### config.mk
export PLATFORM = sky130hd
export DESIGN_NAME = ifetch_unit_flat
export DESIGN_NICKNAME = d
export VERILOG_FILES = /design/src/rtl/ifetch_unit_if.sv /design/src/rtl/ifetch_unit.sv /design/src/flat_wrapper.sv
export SDC_FILE = /design/constraint.sdc
export NUM_CORES = 1
export LEC_CHECK = 0
export CORE_MARGIN = 8
export CORE_UTILIZATION = 50
export CTS_CLUSTER_SIZE = 14
export DETAILED_ROUTE_END_ITERATION = 8
export PLACE_DENSITY = 0.87
export RECOVER_POWER = 25
export SYNTH_ARGS = -nofsm -noshare
export SYNTH_HDL_FRONTEND = slang
export SYNTH_SLANG_ARGS = --single-unit
### constraint.sdc
create_clock -name cpu_clk -period 8.8 [get_ports cpu_clk]
set_clock_uncertainty 0.1 [all_clocks]
set_input_delay 1.32 -clock cpu_clk [delete_from_list [all_inputs] [get_ports cpu_clk]]
set_output_delay 1.32 -clock cpu_clk [all_outputs]
set_load 0.03 [all_outputs]
### src/rtl/ifetch_unit_if.sv
// Instruction-ROM fetch bus between ifetch_unit (master) and the instruction memory (slave).
interface ifetch_unit_if;
   logic        irom_req;
   logic [31:0] irom_addr;
   logic        irom_rdy;
   logic [31:0] irom_rdata;

   modport master (output irom_req, output irom_addr, input irom_rdy, input irom_rdata);
   modport slave  (input irom_req, input irom_addr, output irom_rdy, output irom_rdata);
endinterface

### src/rtl/ifetch_unit.sv
// Instruction fetch unit: PC register, next-PC selection and a request/hold FSM toward instruction ROM.
// Optional macro IFETCH_ADEF_EN: trap misaligned next PCs into a sticky halt instead of truncating them.
module ifetch_unit #(
   parameter logic [31:0] RESET_PC = 32'h1C000000,
   parameter logic [31:0] NOP_INST = 32'h03400000
) (
   input  logic         cpu_clk,
   input  logic         cpu_rst,
   input  logic [1:0]   npc_op,
   input  logic         br_taken,
   input  logic signed [31:0] offs,
   input  logic [31:0]  rj_val,
   input  logic         stall,
   ifetch_unit_if.master irom,
   output logic [31:0]  inst,
   output logic         inst_valid,
   output logic [31:0]  pc,
   output logic [31:0]  pc4,
   output logic         fetch_adef
);

   typedef enum logic [1:0] {S_REQ, S_VALID, S_HALT} state_t;

   state_t      state, state_nxt;
   logic        consume;
   logic        adef_hit;
   logic [31:0] npc_raw;
   logic [31:0] npc;

   // Address arithmetic wraps modulo 2^32; offs is already sign-extended.
   function automatic logic [31:0] calc_npc(input logic [1:0] op, input logic taken,
                                            input logic [31:0] cur, input logic signed [31:0] off,
                                            input logic [31:0] base);
      logic [31:0] seq;
      seq = cur + 32'd4;
      case (op)
         2'b00:   calc_npc = seq;
         2'b01:   calc_npc = taken ? (cur + off) : seq;
         2'b10:   calc_npc = base + off;
         default: calc_npc = cur + off;
      endcase
   endfunction

   assign npc_raw = calc_npc(npc_op, br_taken, pc, offs, rj_val);

`ifdef IFETCH_ADEF_EN
   assign npc      = npc_raw;
   assign adef_hit = (npc_raw[1:0] != 2'b00);
`else
   assign npc      = {npc_raw[31:2], 2'b00};
   assign adef_hit = 1'b0;
`endif

   always_ff @(posedge cpu_clk or posedge cpu_rst) begin
      if (cpu_rst) state <= S_REQ;
      else         state <= state_nxt;
   end

   always_comb begin
      state_nxt = state;
      consume   = 1'b0;
      case (state)
         S_REQ: begin
            if (irom.irom_rdy) state_nxt = S_VALID;
         end
         S_VALID: begin
            if (!stall) begin
               consume   = 1'b1;
               state_nxt = adef_hit ? S_HALT : S_REQ;
            end
         end
         S_HALT:  state_nxt = S_HALT;
         default: state_nxt = S_REQ;
      endcase
   end

   // Held instruction and PC; a consume always empties the holding slot.
   always_ff @(posedge cpu_clk or posedge cpu_rst) begin
      if (cpu_rst) begin
         pc         <= RESET_PC;
         inst       <= NOP_INST;
         inst_valid <= 1'b0;
      end else if (state == S_REQ && irom.irom_rdy) begin
         inst       <= irom.irom_rdata;
         inst_valid <= 1'b1;
      end else if (consume) begin
         pc         <= npc;
         inst       <= NOP_INST;
         inst_valid <= 1'b0;
      end
   end

`ifdef IFETCH_ADEF_EN
   logic adef_q;
   always_ff @(posedge cpu_clk or posedge cpu_rst) begin
      if (cpu_rst)                 adef_q <= 1'b0;
      else if (consume && adef_hit) adef_q <= 1'b1;
   end
   assign fetch_adef = adef_q;
`else
   assign fetch_adef = 1'b0;
`endif

   assign irom.irom_req  = (state == S_REQ);
   assign irom.irom_addr = pc;
   assign pc4            = pc + 32'd4;

endmodule
### src/flat_wrapper.sv
// flat-port wrapper written by rule: the top's interface ports become plain ports
module ifetch_unit_flat 
#(
   parameter logic [31:0] RESET_PC = 32'h1C000000,
   parameter logic [31:0] NOP_INST = 32'h03400000
)
  (cpu_clk, cpu_rst, npc_op, br_taken, offs, rj_val, stall, inst, inst_valid, pc, pc4, fetch_adef, irom_irom_req, irom_irom_addr, irom_irom_rdy, irom_irom_rdata);
  ifetch_unit_if irom_i ();
  input  logic cpu_clk;
  input  logic cpu_rst;
  input  logic [1:0] npc_op;
  input  logic br_taken;
  input  logic signed [31:0] offs;
  input  logic [31:0] rj_val;
  input  logic stall;
  output logic [31:0] inst;
  output logic inst_valid;
  output logic [31:0] pc;
  output logic [31:0] pc4;
  output logic fetch_adef;
  output wire logic [$bits(irom_i.irom_req)-1:0] irom_irom_req;
  output wire logic [$bits(irom_i.irom_addr)-1:0] irom_irom_addr;
  input wire logic [$bits(irom_i.irom_rdy)-1:0] irom_irom_rdy;
  input wire logic [$bits(irom_i.irom_rdata)-1:0] irom_irom_rdata;
  assign irom_irom_req = irom_i.irom_req;
  assign irom_irom_addr = irom_i.irom_addr;
  assign irom_i.irom_rdy = irom_irom_rdy;
  assign irom_i.irom_rdata = irom_irom_rdata;
  ifetch_unit #(.RESET_PC(RESET_PC), .NOP_INST(NOP_INST)) u_core (.cpu_clk(cpu_clk), .cpu_rst(cpu_rst), .npc_op(npc_op), .br_taken(br_taken), .offs(offs), .rj_val(rj_val), .stall(stall), .irom(irom_i), .inst(inst), .inst_valid(inst_valid), .pc(pc), .pc4(pc4), .fetch_adef(fetch_adef));
endmodule
==> run summary <==
Along the worst path, the maximum fanout reaches 65. The final weighted congestion in routability-driven placement is 0.952. The HPWL after detailed placement is 18.7 mm. The count of endpoints failing hold in the final timing report was 0. The worst max-slew margin expressed relative to the limit is -149%. Clock latency on the worst-skew pair, taken at its later pin, is 0.34 ns. For this run, the leading register cell type out of synthesis is sky130_fd_sc_hd__dfrtp_1. The run finished, with violations left. The global routing usage summed across all routing layers is 27.6%. The total of max-cap violations is 2. TritonCTS built the clock tree. In this run the vertical extent of the chip is 130 um.

The internal reg-to-reg setup slack came out at 5.50 ns. The via count of the first global-routing pass is 7,058. The critical setup path kind is in -> async.

The number of nets at the end of the flow is 1,128. The top-level I/O count is 234. The path category of the worst min-delay check is reg -> reg.

At the pin with the least slew margin, the transition time is 3.73 ns. The endpoint arrival time on the critical path came out at 4.56 ns. At the worst endpoint, the required time is 8.28 ns. After global routing the overflow that remains totals 0. The buffer levels on the longest clock path came out at 2. The time the final worst path needs with I/O delays and setup came out at 5.08 ns. The count of placed standard cells including taps came out at 1,125. The remaining number of nets flagged by the antenna check after routing is 0. The die footprint came out at 16,900 um2. Clock-pin slew was measured on the worst setup and hold paths at 0.05 ns. The number of placement rows is 41. The width of the chip came out at 130 um.

Summed over all instances, the cell type with the most area after synthesis is sky130_fd_sc_hd__dfrtp_1. The checks that failed: capacitance limit, slew limit. The commonest cells after synthesis are 70 x sky130_fd_sc_hd__nand2_1, 69 x sky130_fd_sc_hd__a21oi_1, 60 x sky130_fd_sc_hd__ha_1.

The critical path capture point type is an async pin. The average instance in the mapped netlist occupies 8.40 um2. In this run, post-CTS repair resized a total of 0 instances. The fraction of the yosys area taken by sequential cells came out at 25.1%. The initial antenna violation count is 0. After layout, the worst path uses 57.7% of the clock period.

In this run the number of H-tree levels came out at 3. On the final layout, the worst hold slack is 0.387 ns. The number of distinct library cells after synthesis is 72. After synthesis the cells add up to 6520 um2. The count of synthesis-stage warnings from yosys came out at 0. The total CTS buffers is 9. The mean routed wirelength per cell is 21.1 um. The number of iterations in the first detailed-routing pass is 5. The via density per instance came out at 6.19. The max-slew violation total from the final report came out at 103. The port buffer count came out at 226. The number of sinks handled by clock tree synthesis is 65.

The count of endpoints failing setup in the final report came out at 0. The violation count after the first detailed-route iteration came out at 622. The total power per unit cell area is 306 nW/um2. The most common cell in the synthesized netlist is sky130_fd_sc_hd__nand2_1.

The final non-filler cell total is 1,141. The post-cts hold buffer count came out at 0. The post-synthesis register bit count came out at 65. The peak supply drop is 0.185 mV. The first global-routing pass estimated 36.8 mm of wire. The leakage component of the power is 0.00380 uW. The design area is 9020 um2. The count of flip-flops with a built-in enable after synthesis came out at 0. The fraction of synthesized cell area taken by the top area cell type is 22.7%.

The placed standard-cell area is 8700 um2. The final layout contains routed wiring with a total length of 24.1 mm. The starting density of the core came out at 51.4%.

The share of flip-flops with an asynchronous set or reset came out at 100%. The worst setup path is launched from an input port. The relative area change from synthesis to final layout is 38.4%. The fraction of final layout cells sized beyond drive strength 1 came out at 4.95%.

The number of antenna cells inserted is 0. The number of design rule violations left after detail routing came out at 0. For this run, the top clock speed supported by timing is 197 MHz.

The floorplan core area is 12,700 um2. The setup TNS after final layout came out at 0 ns. The tree is rooted in a sky130_fd_sc_hd__clkbuf_16. Setup repair after global routing left no endpoint under its margin. The via count came out at 7,065. Entering global routing, the biggest net connects 66 pins.

The post-CTS setup-driven buffer insertion count came out at 0. The number of cells produced by synthesis is 776. Ranked by total cell area, the synthesized netlist is headed by sky130_fd_sc_hd__dfrtp_1 23%, sky130_fd_sc_hd__ha_1 12%, sky130_fd_sc_hd__xnor2_1 6.0%. The count of fill cells added during filler insertion is 982.
cell families after synthesis:
logic type	after synthesis	synth area share (%)
adders and majority gates	61	11.8
other	1	0.0575
xor gates and xnor gates	78	10.5
and+or+nand+nor	209	14.9
DFF	65	25.1
buffers and inverters	76	6.53
AOI/OAI and AO/OA	280	30.2
muxes	6	0.960
flip-flops by register name, summed over array words and instances, names as in the netlist:
name,cells
u_core.inst,32
u_core.inst_valid,1
u_core.irom.irom_addr,30
u_core.state,2
critical path, cell delays in order:
cell and delay (ns):
sky130_fd_sc_hd__dlygate4sd3_1 0.54, sky130_fd_sc_hd__clkinv_1 0.05, sky130_fd_sc_hd__clkbuf_1 2.61
power by group:
part / switching (uW) / internal [uW] / total (uW)
sequential: 164 / 383 / 548
clock: 134 / 255 / 390
combinational: 1060 / 767 / 1820
total: 1360 / 1410 / 2760
final timing paths:
path,cells past startpoint,end,startpoint
max in group cpu_clk,9,pc4[30],u_core.irom.irom_addr[2]
worst max register to register,12,u_core.irom.irom_addr[26],u_core.irom.irom_addr[2]
worst max-delay path,3,u_core.inst[11],cpu_rst
min in group asynchronous,3,u_core.inst[26],cpu_rst
worst min register to register,1,u_core.state[0],u_core.state[1]
worst min-delay path,1,u_core.state[0],u_core.state[1]
area by class of cell:
cell class              count  area [um2]  area share, %
clock buffers              11         243           2.69
flip-flops and latches     65        1630           18.1
well taps                 172         215           2.39
inverters                  14        52.6          0.583
repair buffers            233        2310           25.6
clock inverters             5        78.8          0.874
multi-input cells         641        4490           49.8
through the flow:
| stage | power (uW) | worst slack [ns] | utilization [%] |
|---|---|---|---|
| final | 2760 | 3.72 | 71.2 |
| after global routing | 2910 | 2.95 | 71.2 |
| after CTS | 2750 | 3.80 | 71.2 |
| after floorplan | 1750 | 4.89 | - |
| after detailed placement | 2350 | 4.18 | 68.7 |
| after global placement | 2330 | 4.30 | 68.7 |
layer usage:
layer / part of all wire (%) / global-route usage (%)
met5: 0 / 0
met4: 2.9 / 13.2
met3: 10 / 6.32
met2: 47 / 45.4
met1: 40 / 33.5
cell usage in the layout, fill, tap and decap left out, types with 5 or more instances in the layout:
master and n:
sky130_fd_sc_hd__ha_1 60, sky130_fd_sc_hd__a22o_1 31, sky130_fd_sc_hd__o22ai_1 6, sky130_fd_sc_hd__conb_1 7, sky130_fd_sc_hd__a21o_1 25, sky130_fd_sc_hd__a211oi_1 9
sky130_fd_sc_hd__clkdlybuf4s50_1 224, sky130_fd_sc_hd__a221oi_1 11, sky130_fd_sc_hd__buf_4 5, sky130_fd_sc_hd__dfstp_2 6, sky130_fd_sc_hd__and3_1 9, sky130_fd_sc_hd__clkbuf_16 9
sky130_fd_sc_hd__nand3_1 18, sky130_fd_sc_hd__o21a_1 10, sky130_fd_sc_hd__xnor2_1 45, sky130_fd_sc_hd__inv_1 13, sky130_fd_sc_hd__a21oi_1 68, sky130_fd_sc_hd__nor3_1 8
sky130_fd_sc_hd__a31oi_1 10, sky130_fd_sc_hd__nor2_1 58, sky130_fd_sc_hd__nand4_1 12, sky130_fd_sc_hd__and2_1 8, sky130_fd_sc_hd__nand2_1 70, sky130_fd_sc_hd__nor2b_1 5
sky130_fd_sc_hd__o21ai_0 52, sky130_fd_sc_hd__xor2_1 33, sky130_fd_sc_hd__a222oi_1 6, sky130_fd_sc_hd__dfrtp_1 59
Note: power is estimated with default switching activity, not from simulation.
